## src/rtl/nubus_arb_sequencer_if.sv

```systemverilog
// NuBus arbitration sequencer signal bundle.
// Local master handshake plus observed/driven bus lines.
interface nubus_arb_sequencer_if;
  logic mst_req;
  logic mst_lock;
  logic mst_done;
  logic bus_start_i;
  logic bus_ack_i;
  logic bus_rqst_i;
  logic grant;
  logic rqst_o;
  logic arbena;
  logic mst_gnt;
  logic mst_owner;

  modport slave (
    input  mst_req,
    input  mst_lock,
    input  mst_done,
    input  bus_start_i,
    input  bus_ack_i,
    input  bus_rqst_i,
    input  grant,
    output rqst_o,
    output arbena,
    output mst_gnt,
    output mst_owner
  );

  modport master (
    output mst_req,
    output mst_lock,
    output mst_done,
    output bus_start_i,
    output bus_ack_i,
    output bus_rqst_i,
    output grant,
    input  rqst_o,
    input  arbena,
    input  mst_gnt,
    input  mst_owner
  );
endinterface

```

## src/rtl/nubus_arb_sequencer.sv

```systemverilog
// NuBus arbitration sequencer: contest, lockout and tenure.
// All outputs come straight from flops.
module nubus_arb_sequencer #(
  parameter int ARB_CYCLES = 2,
  parameter int FAIR       = 1
) (
  input logic                  nub_clk,
  input logic                  nub_reset,
  nubus_arb_sequencer_if.slave nb
);
  typedef enum logic [2:0] {
    IDLE,
    ARB,
    LOST,
    WAIT_BUS,
    OWN
  } state_t;

  localparam logic [3:0] CNT_LOAD = 4'(ARB_CYCLES - 1);

  state_t     r_state;
  state_t     w_nxt;
  logic [3:0] r_cnt;
  logic [3:0] w_cnt_nxt;
  logic       r_busy;
  logic       r_fair;
  logic       r_rqst;
  logic       r_arbena;
  logic       r_gnt;
  logic       r_owner;
  logic       w_exit_own;

  assign w_exit_own = (r_state == OWN) && (w_nxt == IDLE);

  // next-state and settle-counter decode
  always_comb begin
    w_nxt     = r_state;
    w_cnt_nxt = r_cnt;
    unique case (r_state)
      IDLE: begin
        if (nb.mst_req && !r_fair) begin
          w_nxt     = ARB;
          w_cnt_nxt = CNT_LOAD;
        end
      end
      ARB: begin
        if (!nb.mst_req) begin
          w_nxt = IDLE;
        end else if (r_cnt == 4'd0) begin
          w_nxt = nb.grant ? WAIT_BUS : LOST;
        end else begin
          w_cnt_nxt = r_cnt - 4'd1;
        end
      end
      LOST: begin
        if (!nb.mst_req) begin
          w_nxt = IDLE;
        end else if (nb.bus_start_i) begin
          w_nxt     = ARB;
          w_cnt_nxt = CNT_LOAD;
        end
      end
      WAIT_BUS: begin
        if ((!r_busy && !nb.bus_start_i) || nb.bus_ack_i)
          w_nxt = OWN;
      end
      OWN: begin
        if (nb.mst_done && !(nb.mst_lock && nb.mst_req))
          w_nxt = IDLE;
      end
      default: w_nxt = IDLE;
    endcase
  end

  // state, counter and registered outputs
  always_ff @(posedge nub_clk) begin
    if (nub_reset) begin
      r_state  <= IDLE;
      r_cnt    <= 4'd0;
      r_rqst   <= 1'b0;
      r_arbena <= 1'b0;
      r_gnt    <= 1'b0;
      r_owner  <= 1'b0;
    end else begin
      r_state  <= w_nxt;
      r_cnt    <= w_cnt_nxt;
      r_rqst   <= (w_nxt == ARB) || (w_nxt == LOST)
               || (w_nxt == WAIT_BUS);
      r_arbena <= (w_nxt == ARB) || (w_nxt == WAIT_BUS);
      r_gnt    <= (w_nxt == OWN) && (r_state != OWN);
      r_owner  <= (w_nxt == OWN);
    end
  end

  // bus activity tracker; a new START wins over a same-cycle ACK
  always_ff @(posedge nub_clk) begin
    if (nub_reset)
      r_busy <= 1'b0;
    else if (nb.bus_start_i)
      r_busy <= 1'b1;
    else if (nb.bus_ack_i)
      r_busy <= 1'b0;
  end

  // fairness lockout: set on tenure exit, released once /RQST is quiet
  always_ff @(posedge nub_clk) begin
    if (nub_reset || FAIR == 0)
      r_fair <= 1'b0;
    else if (w_exit_own)
      r_fair <= 1'b1;
    else if (!nb.bus_rqst_i)
      r_fair <= 1'b0;
  end

  assign nb.rqst_o    = r_rqst;
  assign nb.arbena    = r_arbena;
  assign nb.mst_gnt   = r_gnt;
  assign nb.mst_owner = r_owner;
endmodule

```

## src/flat_wrapper.sv

```systemverilog
// flat-port wrapper written by rule: the top's interface ports become plain ports
module nubus_arb_sequencer_flat 
#(
  parameter int ARB_CYCLES = 2,
  parameter int FAIR       = 1
)
  (nub_clk, nub_reset, nb_mst_req, nb_mst_lock, nb_mst_done, nb_bus_start_i, nb_bus_ack_i, nb_bus_rqst_i, nb_grant, nb_rqst_o, nb_arbena, nb_mst_gnt, nb_mst_owner);
  nubus_arb_sequencer_if nb_i ();
  input logic nub_clk;
  input logic nub_reset;
  input wire logic [$bits(nb_i.mst_req)-1:0] nb_mst_req;
  input wire logic [$bits(nb_i.mst_lock)-1:0] nb_mst_lock;
  input wire logic [$bits(nb_i.mst_done)-1:0] nb_mst_done;
  input wire logic [$bits(nb_i.bus_start_i)-1:0] nb_bus_start_i;
  input wire logic [$bits(nb_i.bus_ack_i)-1:0] nb_bus_ack_i;
  input wire logic [$bits(nb_i.bus_rqst_i)-1:0] nb_bus_rqst_i;
  input wire logic [$bits(nb_i.grant)-1:0] nb_grant;
  output wire logic [$bits(nb_i.rqst_o)-1:0] nb_rqst_o;
  output wire logic [$bits(nb_i.arbena)-1:0] nb_arbena;
  output wire logic [$bits(nb_i.mst_gnt)-1:0] nb_mst_gnt;
  output wire logic [$bits(nb_i.mst_owner)-1:0] nb_mst_owner;
  assign nb_i.mst_req = nb_mst_req;
  assign nb_i.mst_lock = nb_mst_lock;
  assign nb_i.mst_done = nb_mst_done;
  assign nb_i.bus_start_i = nb_bus_start_i;
  assign nb_i.bus_ack_i = nb_bus_ack_i;
  assign nb_i.bus_rqst_i = nb_bus_rqst_i;
  assign nb_i.grant = nb_grant;
  assign nb_rqst_o = nb_i.rqst_o;
  assign nb_arbena = nb_i.arbena;
  assign nb_mst_gnt = nb_i.mst_gnt;
  assign nb_mst_owner = nb_i.mst_owner;
  nubus_arb_sequencer #(.ARB_CYCLES(ARB_CYCLES), .FAIR(FAIR)) u_core (.nub_clk(nub_clk), .nub_reset(nub_reset), .nb(nb_i));
endmodule
```

## config.mk

```make
export PLATFORM = sky130hd
export DESIGN_NAME = nubus_arb_sequencer_flat
export DESIGN_NICKNAME = d
export VERILOG_FILES = /design/src/rtl/nubus_arb_sequencer_if.sv /design/src/rtl/nubus_arb_sequencer.sv /design/src/flat_wrapper.sv
export SDC_FILE = /design/constraint.sdc
export NUM_CORES = 1
export LEC_CHECK = 0
export CAP_MARGIN = 20
export CORE_MARGIN = 3
export CORE_UTILIZATION = 42
export DETAILED_ROUTE_END_ITERATION = 6
export HOLD_SLACK_MARGIN = 0.05
export PLACE_DENSITY = 0.67
export SLEW_MARGIN = 20
export SYNTH_ARGS = -nofsm -noshare
export SYNTH_HDL_FRONTEND = slang
export SYNTH_SLANG_ARGS = --single-unit
export TNS_END_PERCENT = 1
```

## constraint.sdc

```tcl
create_clock -name nub_clk -period 1.6 [get_ports nub_clk]
set_input_delay 0.32 -clock nub_clk [delete_from_list [all_inputs] [get_ports nub_clk]]
set_output_delay 0.32 -clock nub_clk [all_outputs]
set_load 0.02 [all_outputs]
```

# Word level (Yosys, flattened, before mapping)
# Index checks and enable logic that the tools add are counted.
dict set report totals {
  regBits 13
  latchBits 0
  ram_bits 0
  mem_bits_ro 0
  output_inout_bits 4
  n_memories 0
}
dict set report op_classes {
  addsub 1
  n_mul 0
  div_mod_pow 0
  n_lt_le_gt_ge 0
  eq_ne 15
  n_shift 0
  muxes 19
  bitwise_logic 0
  reduce_logical 20
}
# op n
set ops {}
lappend ops {{$mux W3} 7}
lappend ops {{$mux W4} 5}
lappend ops {{$pmux W3 S5} 1}
lappend ops {{$eq A3 B2 Y1 const B} 4}
lappend ops {{$pmux W4 S3} 1}
lappend ops {{$ne A2 B2 Y1 const B} 4}
lappend ops {{$eq A3 B1 Y1 const B} 2}
lappend ops {{$eq A3 B3 Y1 const B} 2}
lappend ops {{$logic_and A1 B1 Y1} 6}
lappend ops {{$logic_not A3 Y1} 2}
lappend ops {{$reduce_and A6 Y1} 1}
lappend ops {{$mux W1} 5}
lappend ops {{$logic_not A1 Y1} 4}
lappend ops {{$logic_not A4 Y1} 1}
lappend ops {{$logic_or A1 B1 Y1} 4}
lappend ops {{$ne A2 B1 Y1 const B} 2}
lappend ops {{$sub A4 B1 Y4 const B} 1}
lappend ops {{$ne A3 B3 Y1 const B} 1}
lappend ops {{$reduce_bool A3 Y1} 1}
lappend ops {{$reduce_bool A2 Y1} 1}

# Longest topological paths before layout
# Gate-level depths: netlist (run 1).
dict set report depth {
  word_depth 8
  mapped_depth 6
  depth_no_buf 6
}

# Worst setup path after synthesis (run 1)
# Ideal clock, no wire load.
dict set report synth_path {
  kind {register to register}
  startpoint {reg u_core.r_cnt[0]}
  endpoint {reg u_core.r_rqst (netlist: u_core.nb.rqst_o)}
  setup_time_ps 120
  t_arrival_ps 1375
  slack_ps 105
  stages_incl_launch_ff 7
  n_path_buf 0
  synth_period_minus_slack_ps 1495
  path_cell_list {dfxtp_1 -> inv_1 -> ha_1 -> or3b_1 -> o21bai_2 -> a31oi_2 -> or2_1}
}
dict set report synth_between {
  elab_chain_cells 7
  elab_cells_between_ends 9
  cone_classes {eq/ne: 3; mux: 3; reduce/logical: 3}
}
# element line
set synth_rtl {}
lappend synth_rtl {{start, declared} nubus_arb_sequencer.sv:23} ;# logic [3:0] r_cnt;
lappend synth_rtl {{start signal, assigned} nubus_arb_sequencer.sv:86} ;# r_cnt <= w_cnt_nxt;
lappend synth_rtl {{$logic_not A4 Y1 *} nubus_arb_sequencer.sv:49} ;# end else if (r_cnt == 4'd0) begin
lappend synth_rtl {{$mux W3 *} nubus_arb_sequencer.sv:49}
lappend synth_rtl {{$mux W3 *} nubus_arb_sequencer.sv:47} ;# if (!nb.mst_req) begin
lappend synth_rtl {{$pmux W3 S5 *} nubus_arb_sequencer.sv:39} ;# unique case (r_state)
lappend synth_rtl {{$eq A3 B1 Y1 / $eq A3 B2 Y1 (equally long branches)} nubus_arb_sequencer.sv:87} ;# r_rqst <= (w_nxt == ARB) || (w_nxt == LOST)
lappend synth_rtl {{$logic_or A1 B1 Y1} nubus_arb_sequencer.sv:87}
lappend synth_rtl {{$logic_or A1 B1 Y1 *} nubus_arb_sequencer.sv:88} ;# || (w_nxt == WAIT_BUS);
lappend synth_rtl {{end signal, assigned} nubus_arb_sequencer.sv:87}
lappend synth_rtl {{end, declared} nubus_arb_sequencer.sv:27} ;# logic r_rqst;
# Mark *: on every way between the ends. The rest lies on a longest branch, timed or not.
# A chain may end at the register's enable or synchronous reset.

# Worst setup path after layout (run 1)
dict set report layout_path {
  startpoint {reg u_core.r_cnt[1]}
  endpoint {reg u_core.r_rqst (netlist: u_core.nb.rqst_o)}
}
# The elaborated chain is that of the path after synthesis.

==> flow_summary.ini, run 1 <==
[timing]
report.final.setup_viol = 0
timing.final.hold_violations = 0
worstMarginPinSlew_ns = 0.287
max_freq_mhz = 643
timing.final.max_slew_violations = 0
worst_clock_skew_ns = 0.00553
timing.slew.headroom_pct = 80.8
layout_worst_path_cycle_share_pct = 97.1
final_worst_setup_slack_ns = 0.0459
post-route-min-period_ns = 1.55
fin_worst_hold_slack_ns = 0.495

[power]
power.static_leakage_nw = 0.323
p_per_area_nw_per_um2 = 812
max-vdd-ir-drop_mv = 0.598
post-layout-total-power_mw = 0.711

[detailed_routing]
post_drt_wl_per_cell_um = 12.8
antenna_left = 0
post_drt_via_cell_ratio = 5.52
drt_first_iter_violations = 6
drtPass1Iterations = 4
route.vias.total = 591
drcViolationCount = 0
wl_mm = 1.37

[floorplan]
die_height_um = 44.3
design.portCount = 13
die_w_um = 44.3
placeableCoreArea_um2 = 1330
effective_utilization_at_floorplan_pct = 46.2
floorplan.rows = 13
die_area_um2 = 1960

[placed_design]
io_buffer_count = 12
dpl_hpwl_um = 986
pre_cts_slack_ns = -0.0999
gp_routability_congestion = 0.795

[worst_setup_path]
worstReg2RegStart = u_core.r_cnt[1]$_SDFFE_PP0P_
worst_setup_path_start_kind = register
r2r_depth = 6
crit_required_ns = 1.78
timing.critical_path.arrival_ns = 1.73
critPathCaptureType = register
timing.rr.end = u_core.nb.rqst_o$_SDFF_PP0_
reg2reg_slack_ns = 0.05
critPathMaxFanout = 5
path_class = reg -> reg

[global_routing]
grt_start_max_net_pins = 10
grt_antenna_before_repair = 0
grt-ovfl-total = 0
grt_pass1_wl_mm = 2.32
via_count_of_the_first_global_routing_pass = 552
global_route.usage.total_pct = 16.7

[synthesis]
netlist.top_cell.by_area = sky130_fd_sc_hd__dfxtp_1
synth_top_area_share_pct = 42.3
ys_types = 32
synthesis.area_per_instance_um2 = 9.05
yosysWarnings = 0
post_synth_instance_area_um2 = 616
synthCells = 68
synth_area_leaders = sky130_fd_sc_hd__dfxtp_1 42%, sky130_fd_sc_hd__a21oi_1 4.9%, sky130_fd_sc_hd__inv_1 3.0%
synth.net_count = 78
seq_area_frac_synth_pct = 42.3
postSynthRegisterBits = 13

[cells_and_area]
final_nets = 103
syn2layout_area_growth_pct = 42.3
diodes = 0
final_layout_size_suffix_gt1_share_pct = 25.0
commonest_non_fill_non_tap_cells_in_the_layout = 13 x sky130_fd_sc_hd__dfxtp_1, 12 x sky130_fd_sc_hd__clkdlybuf4s50_1, 10 x sky130_fd_sc_hd__buf_4
mostFrequentLayoutCell = sky130_fd_sc_hd__dfxtp_1

[clock_tree]
worst_setup_hold_path_clk_slew_ns = 0.08
cts_made_buffers = 3
cts_tree = done
cts.sinks = 13
ctsHoldBuffers = 0
cts_root_buffer = sky130_fd_sc_hd__clkbuf_4
h-tree-depth = 1
cts-root-to-sink-buffers = 2
clkLatencyLatePin_ns = 0.28

[run_status]
run_status = finished clean

[worst_hold_path]
worstHoldPathType = reg -> reg
holdCritStartpoint = u_core.r_fair$_SDFFE_PP0P_
hold_end = u_core.r_fair$_SDFFE_PP0P_
hold_path_depth = 2

[flow_run]
max_cap_violations = 0
==> through the flow <==
step | util, % | TNS (ns) | instance area, um2 | instances
after floorplan | - | 0 | 616 | 68
after global placement | 61.0 | -0.316 | 813 | 102
after detailed placement | 61.0 | -0.272 | 813 | 102
after CTS | 64.4 | 0 | 860 | 107
after global routing | 65.7 | -0.0194 | 876 | 107
final | 65.7 | 0 | 876 | 107
==> synth_stat cells, drive strengths merged <==
cell type and number:
or2 2, buf 1, inv 5, o221ai 1, or4 1, o32a 1
a211oi 1, o31ai 1, dfxtp 13, nand4bb 1, a32oi 1, o21bai 1
or3b 1, a31oi 2, a311oi 2, and2 1, a211o 1, o2111ai 1
nor4 1, or3 2, nor2 5, nor3b 1, ha 1, nand3b 2
a21oi 7, clkbuf 1, nand2b 3, nand2 5, nand3 1, nor3 2
==> what timing repair did <==
item                                    in CTS  in global routing
endpoints found under the setup margin       1                  4
resized for setup                            3                  4
buffers inserted                             1                  0
pin swaps                                    1                  0
endpoints found under the hold margin        0                  0
==> per-layer routing <==
layer	up-vias	routed length [um]	GRT usage, %
met5	-	0	0
met1	271	606	16.5
met2	15	651	27.9
met3	5	77	7.72
li1	300	-	-
met4	0	36	10.8
==> worst max path at each step <==
stage,end,cells past startpoint,startpoint
2_1_floorplan,u_core.nb.rqst_o$_SDFF_PP0_,6,u_core.r_cnt[0]$_SDFFE_PP0P_
3_5_place_dp,u_core.nb.rqst_o$_SDFF_PP0_,5,nb_bus_start_i
5_1_grt,u_core.nb.rqst_o$_SDFF_PP0_,6,u_core.r_cnt[1]$_SDFFE_PP0P_
6_report,u_core.nb.rqst_o$_SDFF_PP0_,6,u_core.r_cnt[1]$_SDFFE_PP0P_
3_3_place_gp,u_core.r_cnt[2]$_SDFFE_PP0P_,5,nb_mst_req
4_1_cts,u_core.nb.rqst_o$_SDFF_PP0_,6,u_core.r_cnt[1]$_SDFFE_PP0P_
==> where the power goes <==
group / internal, mW / switching (mW)
clock network: 0.0969 / 0.108
logic: 0.0899 / 0.0651
registers: 0.338 / 0.0129
==> flip-flops by register name, summed over array words and instances, names as in the netlist <==
register	count
u_core.nb.mst_owner	1
u_core.r_state	3
u_core.r_busy	1
u_core.r_fair	1
u_core.nb.mst_gnt	1
u_core.nb.rqst_o	1
u_core.nb.arbena	1
u_core.r_cnt	4
==> logic make-up after synthesis <==
group | after synthesis | share of synthesized area, %
adder cells (fa/ha/maj) | 1 | 2.03
AO/OA/AOI/OAI | 19 | 24.0
flip-flops | 13 | 42.3
AND/OR/NAND/NOR | 28 | 27.2
buffers and inverters | 7 | 4.47
==> worst max-delay path, cell delays in order (launching register included) <==
cell,delay [ns]
sky130_fd_sc_hd__dfxtp_1,0.33
sky130_fd_sc_hd__inv_2,0.07
sky130_fd_sc_hd__ha_4,0.15
sky130_fd_sc_hd__or3b_4,0.40
sky130_fd_sc_hd__o21bai_4,0.17
sky130_fd_sc_hd__a31oi_2,0.10
sky130_fd_sc_hd__or2_1,0.22
==> layout make-up <==
class / count / area (um2)
fillers: 117 / 458
multi-input cells: 48 / 357
well taps: 15 / 18.8
repair buffers: 22 / 195
flip-flops and latches: 13 / 260
clock buffers: 4 / 26.3
inverters: 5 / 18.8
Note: power is estimated with default switching activity, not from simulation.
==> inputs of run 2 (changes only) <==
--- a/config.mk
+++ b/config.mk
@@ -5,7 +5,6 @@
 export SDC_FILE = /design/constraint.sdc
 export NUM_CORES = 1
 export LEC_CHECK = 0
-export CAP_MARGIN = 20
 export CORE_MARGIN = 3
 export CORE_UTILIZATION = 42
 export DETAILED_ROUTE_END_ITERATION = 6
==> results of run 2 <==
Same layout as run 1: the final DEF is identical, and so are final timing and power.
==> inputs of run 3 (changes only) <==
--- a/config.mk
+++ b/config.mk
@@ -5,6 +5,7 @@
 export SDC_FILE = /design/constraint.sdc
 export NUM_CORES = 1
 export LEC_CHECK = 0
+export ABC_CLOCK_PERIOD_IN_PS = 1600
 export CORE_MARGIN = 3
 export CORE_UTILIZATION = 42
 export DETAILED_ROUTE_END_ITERATION = 6
==> results of run 3 <==
Same layout as run 1: the final DEF is identical, and so are final timing and power.
